**config.mk**
```make
export PLATFORM = sky130hd
export DESIGN_NAME = store_v
export DESIGN_NICKNAME = d
export VERILOG_FILES = /design/src/rtl/store_v.sv
export SDC_FILE = /design/constraint.sdc
export NUM_CORES = 1
export LEC_CHECK = 0
export CELL_PAD_IN_SITES_DETAIL_PLACEMENT = 0
export CELL_PAD_IN_SITES_GLOBAL_PLACEMENT = 1
export CORE_MARGIN = 5
export CORE_UTILIZATION = 30
export CTS_BUF_LIST = sky130_fd_sc_hd__clkbuf_16
export DETAILED_ROUTE_END_ITERATION = 7
export PLACE_DENSITY_LB_ADDON = 0.1
export SLEW_MARGIN = 20
export SYNTH_ARGS = -nofsm -noshare
export SYNTH_HDL_FRONTEND = slang
export SYNTH_SLANG_ARGS = --single-unit
export TNS_END_PERCENT = 1
```
**constraint.sdc**
```tcl
create_clock -name clk -period 2.08 [get_ports clk]
set_clock_uncertainty 0.05 [all_clocks]
set_input_delay 0.416 -clock clk [delete_from_list [all_inputs] [get_ports clk]]
set_output_delay 0.416 -clock clk [all_outputs]
set_load 0.005 [all_outputs]
```
**src/rtl/store_v.sv**
```systemverilog
//==============================================================================
// store_v : STORE unit, serialises packed tiles into byte-wide memory writes
// Option  : STORE_ZERO_PAD_EN pads a partial final tile out with 0x00 bytes
// Rev 1.0 : initial release
//==============================================================================
`default_nettype none

module store_v #(
   parameter int DATA_WIDTH = 8,
   parameter int TILE_WIDTH = 128,
   parameter int ADDR_WIDTH = 24
) (
   input  logic                  clk,
   input  logic                  reset_n,
   input  logic                  valid_in,
   input  logic [ADDR_WIDTH-1:0] dram_addr,
   input  logic [9:0]            length,
   output logic                  tile_ready,
   input  logic                  tile_valid,
   input  logic [TILE_WIDTH-1:0] tile_in,
   output logic                  mem_we,
   output logic [ADDR_WIDTH-1:0] mem_addr,
   output logic [7:0]            mem_din,
   output logic                  busy,
   output logic                  done
);

   localparam int               TILE_ELEMS = TILE_WIDTH / DATA_WIDTH;
   localparam int               IDX_W      = $clog2(TILE_ELEMS) + 1;
   localparam logic [IDX_W-1:0] IDX_FULL   = IDX_W'(TILE_ELEMS);

   typedef enum logic [1:0] {
      S_IDLE  = 2'd0,
      S_REQ   = 2'd1,
      S_WRITE = 2'd2,
      S_DONE  = 2'd3
   } state_t;

   state_t                  state;
   state_t                  state_nxt;
   logic [ADDR_WIDTH-1:0]   wr_addr;
   logic [9:0]              remaining;
   // Number of bytes of the current tile already issued to the write port
   logic [IDX_W-1:0]        elem_idx;
   logic [TILE_WIDTH-1:0]   tile_sr;
   logic                    take;
   logic                    tile_end;
   logic                    issue;
   logic [DATA_WIDTH-1:0]   next_byte;

   always_comb begin
      state_nxt  = state;
      tile_ready = (state == S_REQ);
      busy       = (state != S_IDLE);
      done       = (state == S_DONE);
      take       = tile_ready && tile_valid;
`ifdef STORE_ZERO_PAD_EN
      tile_end   = (elem_idx == IDX_FULL);
`else
      tile_end   = (elem_idx == IDX_FULL) || (remaining == '0);
`endif
      // The first byte comes straight off the handshake so writing starts the next cycle
      issue      = take || ((state == S_WRITE) && !tile_end);
      next_byte  = take ? tile_in[TILE_WIDTH-1 -: DATA_WIDTH]
                        : tile_sr[TILE_WIDTH-1 -: DATA_WIDTH];

      case (state)
         S_IDLE:  if (valid_in) state_nxt = (length == '0) ? S_DONE : S_REQ;
         S_REQ:   if (take) state_nxt = S_WRITE;
         S_WRITE: if (tile_end) state_nxt = (remaining == '0) ? S_DONE : S_REQ;
         S_DONE:  state_nxt = S_IDLE;
         default: state_nxt = S_IDLE;
      endcase
   end

   always_ff @(posedge clk or negedge reset_n) begin
      if (!reset_n) state <= S_IDLE;
      else          state <= state_nxt;
   end

   always_ff @(posedge clk or negedge reset_n) begin
      if (!reset_n) begin
         wr_addr   <= '0;
         remaining <= '0;
         elem_idx  <= '0;
         tile_sr   <= '0;
         mem_we    <= 1'b0;
         mem_addr  <= '0;
         mem_din   <= '0;
      end else begin
         mem_we <= issue;
         if ((state == S_IDLE) && valid_in) begin
            wr_addr   <= dram_addr;
            remaining <= length;
         end
         if (issue) begin
            mem_addr  <= wr_addr;
            wr_addr   <= wr_addr + ADDR_WIDTH'(1);
            remaining <= (remaining == '0) ? '0 : remaining - 10'd1;
            elem_idx  <= take ? IDX_W'(1) : elem_idx + IDX_W'(1);
            tile_sr   <= (take ? tile_in : tile_sr) << DATA_WIDTH;
`ifdef STORE_ZERO_PAD_EN
            mem_din   <= (remaining == '0) ? '0 : next_byte;
`else
            mem_din   <= next_byte;
`endif
         end
      end
   end

endmodule

`default_nettype wire

```
==> qor.csv <==
stage,metric,value,unit
sta,final-layout setup total negative slack,0,ps
drt,Top Metal Used,met5,
sta,transition time at the pin with the least slew margin,376,ps
global_route,number of global-route vias before repair,8145,
setup_path,RR Startpoint,remaining[1],
drt,number of DRC violations after detailed routing,0,
placement,buffers added on ports,201,
global_route,antenna violations before repair,2,
synth,most frequent cells after synthesis,"sky130_fd_sc_hd__nand2_1, sky130_fd_sc_hd__dfrtp_1, sky130_fd_sc_hd__nor2_1",
synth,average cell area after synthesis,8.73,µm²
setup_path,worst reg-to-reg setup slack,20,ps
cells_and_area,total inserted antenna cells,0,
synth,Unique masters post-synth,59,
cells_and_area,layout filler cell count,3088,
cells_and_area,area used by sequential logic in the layout,0.00486,mm²
placement,area of placed instances,0.0119,mm²
cts,clock latency on the worst-skew pair,430,ps
synth,syn nets,1214,
setup_path,Arrival @ worst endpoint,2330,ps
cells_and_area,total non-filler cell area in the finished layout,0.0126,mm²
synth,Yosys warning total,0,
sta,final setup violation count,0,
synth,Yosys top cell by area,sky130_fd_sc_hd__dfrtp_1,
cts,CTS H-Tree Depth,4,
synth,top-count cell post-synth,sky130_fd_sc_hd__nand2_1,
sta,Final Max Tran Viols,0,
setup_path,worst setup path start,remaining[1],
sta,setup repair after global routing missed its margin,yes,
sta,headroom to the max-slew limit,74.9,%
die,number of ports placed on the die boundary,202,
synth,"FF+latch count, synth",194,
placement,Final GP Congestion,0.760,
drt,First-pass DRT Iterations,5,
cts,number of clock sinks,194,
cts,CTS Buf Count,17,
die,starting density of the core,30.6,%
die,core outline area,0.0298,mm²
synth,Post-Synthesis Cells,1043,
drt,detailed-route wire length,27.5,mm
die,vertical die dimension,184,µm
die,Horiz. Die Dim,184,µm
cts,"CTS clk-pin slew, worst paths",80,ps
synth,summed instance area of the synthesized netlist,0.00910,mm²
cells_and_area,ratio of cells with drive above 1 in the final layout,9.92,%
drt,detailed-routed wire length on met3,1.25,mm
power_and_ir_drop,reported leakage power,5.41,nW
synth,post-synthesis async set-or-reset flop share,100,%
sta,ratio of final minimum period to clock period,99.1,%
sta,minimum clock period,2060,ps
sta,final count of hold timing violations,0,
global_route,global-route wire length before repair,44.6,mm
cells_and_area,nets,1438,
cells_and_area,area of the multi-input gates,0.00385,mm²
placement,DP HPWL,19.9,mm
cts,CTS tree,done,
synth,number of enable-type register cells in the synthesized netlist,0,
global_route,aggregate global-route resource usage,16.3,%
hold_path,classification of the worst-slack hold path,flop to flop,
job,number of max-cap violations,0,
setup_path,startpoint types,flop,
drt,total vias in the final route,7936,
power_and_ir_drop,largest voltage drop on the vdd net,0.547,mV
synth,biggest area contributors in the synthesized netlist,"sky130_fd_sc_hd__dfrtp_1, sky130_fd_sc_hd__nand2_1, sky130_fd_sc_hd__a31oi_1",
synth,area share of the largest cell type after synthesis,53.3,%
global_route,largest net degree at the start of global routing,77,
setup_path,Setup Crit Path Kind,flop to flop,
die,cell row count,63,
synth,part of the Yosys area used for sequential elements,53.3,%
drt,post-detailed-route wirelength per cell,16.5,µm
drt,detail-routed via count per cell,4.75,
setup_path,CP endpoint,remaining[7],
cts,clock tree root driver cell,sky130_fd_sc_hd__clkbuf_16,
setup_path,crit-path max FO,3,
setup_path,worst r2r dst,remaining[7],
die,Die Area,0.0339,mm²
cells_and_area,Syn-to-layout area delta,38.5,%
sta,highest attainable clock frequency,485,MHz
power_and_ir_drop,power density over cell area,1450,mW/mm²
setup_path,critical path required time,2350,ps
outcome,result of the run,completed,
drt,metal2 WL,12.7,mm
drt,remaining antenna violation count,0,
cts,maximum clock path buffer count,2,
drt,detailed-routing wirelength on met1,13.3,mm
setup_path,Worst R2R Path Depth,6,
setup_path,element type at the critical path end,flop,
global_route,total gr overflow,0,
synth,most instantiated flip-flop cell in the synthesis netlist,sky130_fd_sc_hd__dfrtp_1,
drt,initial drt markers,419,
per-layer routing:
metal	track usage [%]	up-vias
met5	0	-
met4	3.28	4
met3	3.47	16
met2	25.6	141
met1	23.3	3748
li1	-	4027
per-stage QoR:
| step | std cells | util, % | hold slack [ps] | setup slack, ps | total power, W |
|---|---|---|---|---|---|
| 2_1_floorplan | 1043 | - | 70.4 | 87.0 | 0.0118 |
| 3_3_place_gp | 1631 | 40.1 | 321 | -255 | 0.0151 |
| 3_5_place_dp | 1631 | 40.1 | 328 | -300 | 0.0152 |
| 4_1_cts | 1666 | 42.1 | 421 | -26.5 | 0.0185 |
| 5_1_grt | 1670 | 42.3 | 442 | -103 | 0.0200 |
| 6_report | 1670 | 42.3 | 415 | 19.3 | 0.0183 |
worst max-delay path: stages (launching register included):
cell,delay (ps)
sky130_fd_sc_hd__dfrtp_1,400
sky130_fd_sc_hd__buf_4,140
sky130_fd_sc_hd__or4_4,470
sky130_fd_sc_hd__or4_4,430
sky130_fd_sc_hd__xor2_1,150
sky130_fd_sc_hd__nor2_1,60
sky130_fd_sc_hd__a221o_1,250
cell families (layout without fill, tap and decap cells):
family,count (synthesis),in the layout,synth area share [%]
compound gates,207,207,15.5
xor+xnor,4,4,0.385
buf+inv,83,320,4.88
flops,194,194,53.3
simple gates,548,548,25.0
fa+ha+maj,5,5,0.687
mux,2,2,0.220
where the power goes:
part           internal (W)  switching, W  total, W
Combinational       0.00401       0.00435   0.00835
Clock               0.00157       0.00161   0.00318
Sequential          0.00557       0.00121   0.00678
timing repair:
| item | in CTS | in global routing |
|---|---|---|
| setup endpoints to repair | 6 | 169 |
| buffers inserted | 2 | 4 |
| resized for setup | 8 | 14 |
| hold endpoints to repair | 33 | 0 |
| pin swaps | 0 | 5 |
| hold buffers | 1 | 0 |
worst min-delay path by stage:
stage           startpoint           end  slack [ps]  cells past startpoint
2_1_floorplan      reset_n   elem_idx[0]          70                      0
3_3_place_gp       reset_n  remaining[5]         320                      1
3_5_place_dp       reset_n  remaining[5]         330                      1
4_1_cts        mem_addr[8]   mem_addr[8]         420                      2
5_1_grt        mem_addr[3]   mem_addr[3]         440                      2
6_report       mem_addr[8]   mem_addr[8]         420                      2
cell usage in the layout (no fill, tap or decap), types with 4 or more instances in the layout:
cell type	netlist	layout
sky130_fd_sc_hd__clkdlybuf4s50_1	0	197
sky130_fd_sc_hd__a221o_1	9	9
sky130_fd_sc_hd__o21ai_0	15	14
sky130_fd_sc_hd__a21oi_1	6	5
sky130_fd_sc_hd__buf_6	14	4
sky130_fd_sc_hd__nor2_1	139	138
sky130_fd_sc_hd__dfrtp_1	194	192
sky130_fd_sc_hd__ha_1	5	5
sky130_fd_sc_hd__nand3_1	21	19
sky130_fd_sc_hd__clkbuf_16	0	17
sky130_fd_sc_hd__and4_1	5	5
sky130_fd_sc_hd__inv_8	0	4
sky130_fd_sc_hd__a31oi_1	121	121
sky130_fd_sc_hd__nor4_1	4	4
sky130_fd_sc_hd__clkinv_4	0	4
sky130_fd_sc_hd__nor3_1	6	6
sky130_fd_sc_hd__buf_12	0	16
sky130_fd_sc_hd__a22o_1	8	8
sky130_fd_sc_hd__a21o_1	6	6
sky130_fd_sc_hd__inv_1	10	11
sky130_fd_sc_hd__nand2_1	342	342
sky130_fd_sc_hd__o211ai_1	10	10
sky130_fd_sc_hd__o21ai_1	5	6
sky130_fd_sc_hd__nand4_1	5	5
sky130_fd_sc_hd__o21a_1	4	4
sky130_fd_sc_hd__buf_4	1	55
cell type report:
cell class	count	share of cell area, %
Timing Repair Buffer	277	22.2
Sequential cell	194	38.5
Clock inverter	15	0.992
Clock buffer	17	3.37
Inverter	11	0.456
Tap cell	390	3.87
Multi-Input combinational cell	766	30.6
sequential cells by signal (all words and copies together) (netlist names):
register   count
tile_sr      120
mem_addr      24
wr_addr       24
remaining     10
mem_din        8
elem_idx       5
state          2
mem_we         1
Power figures use the tool's default switching activity.
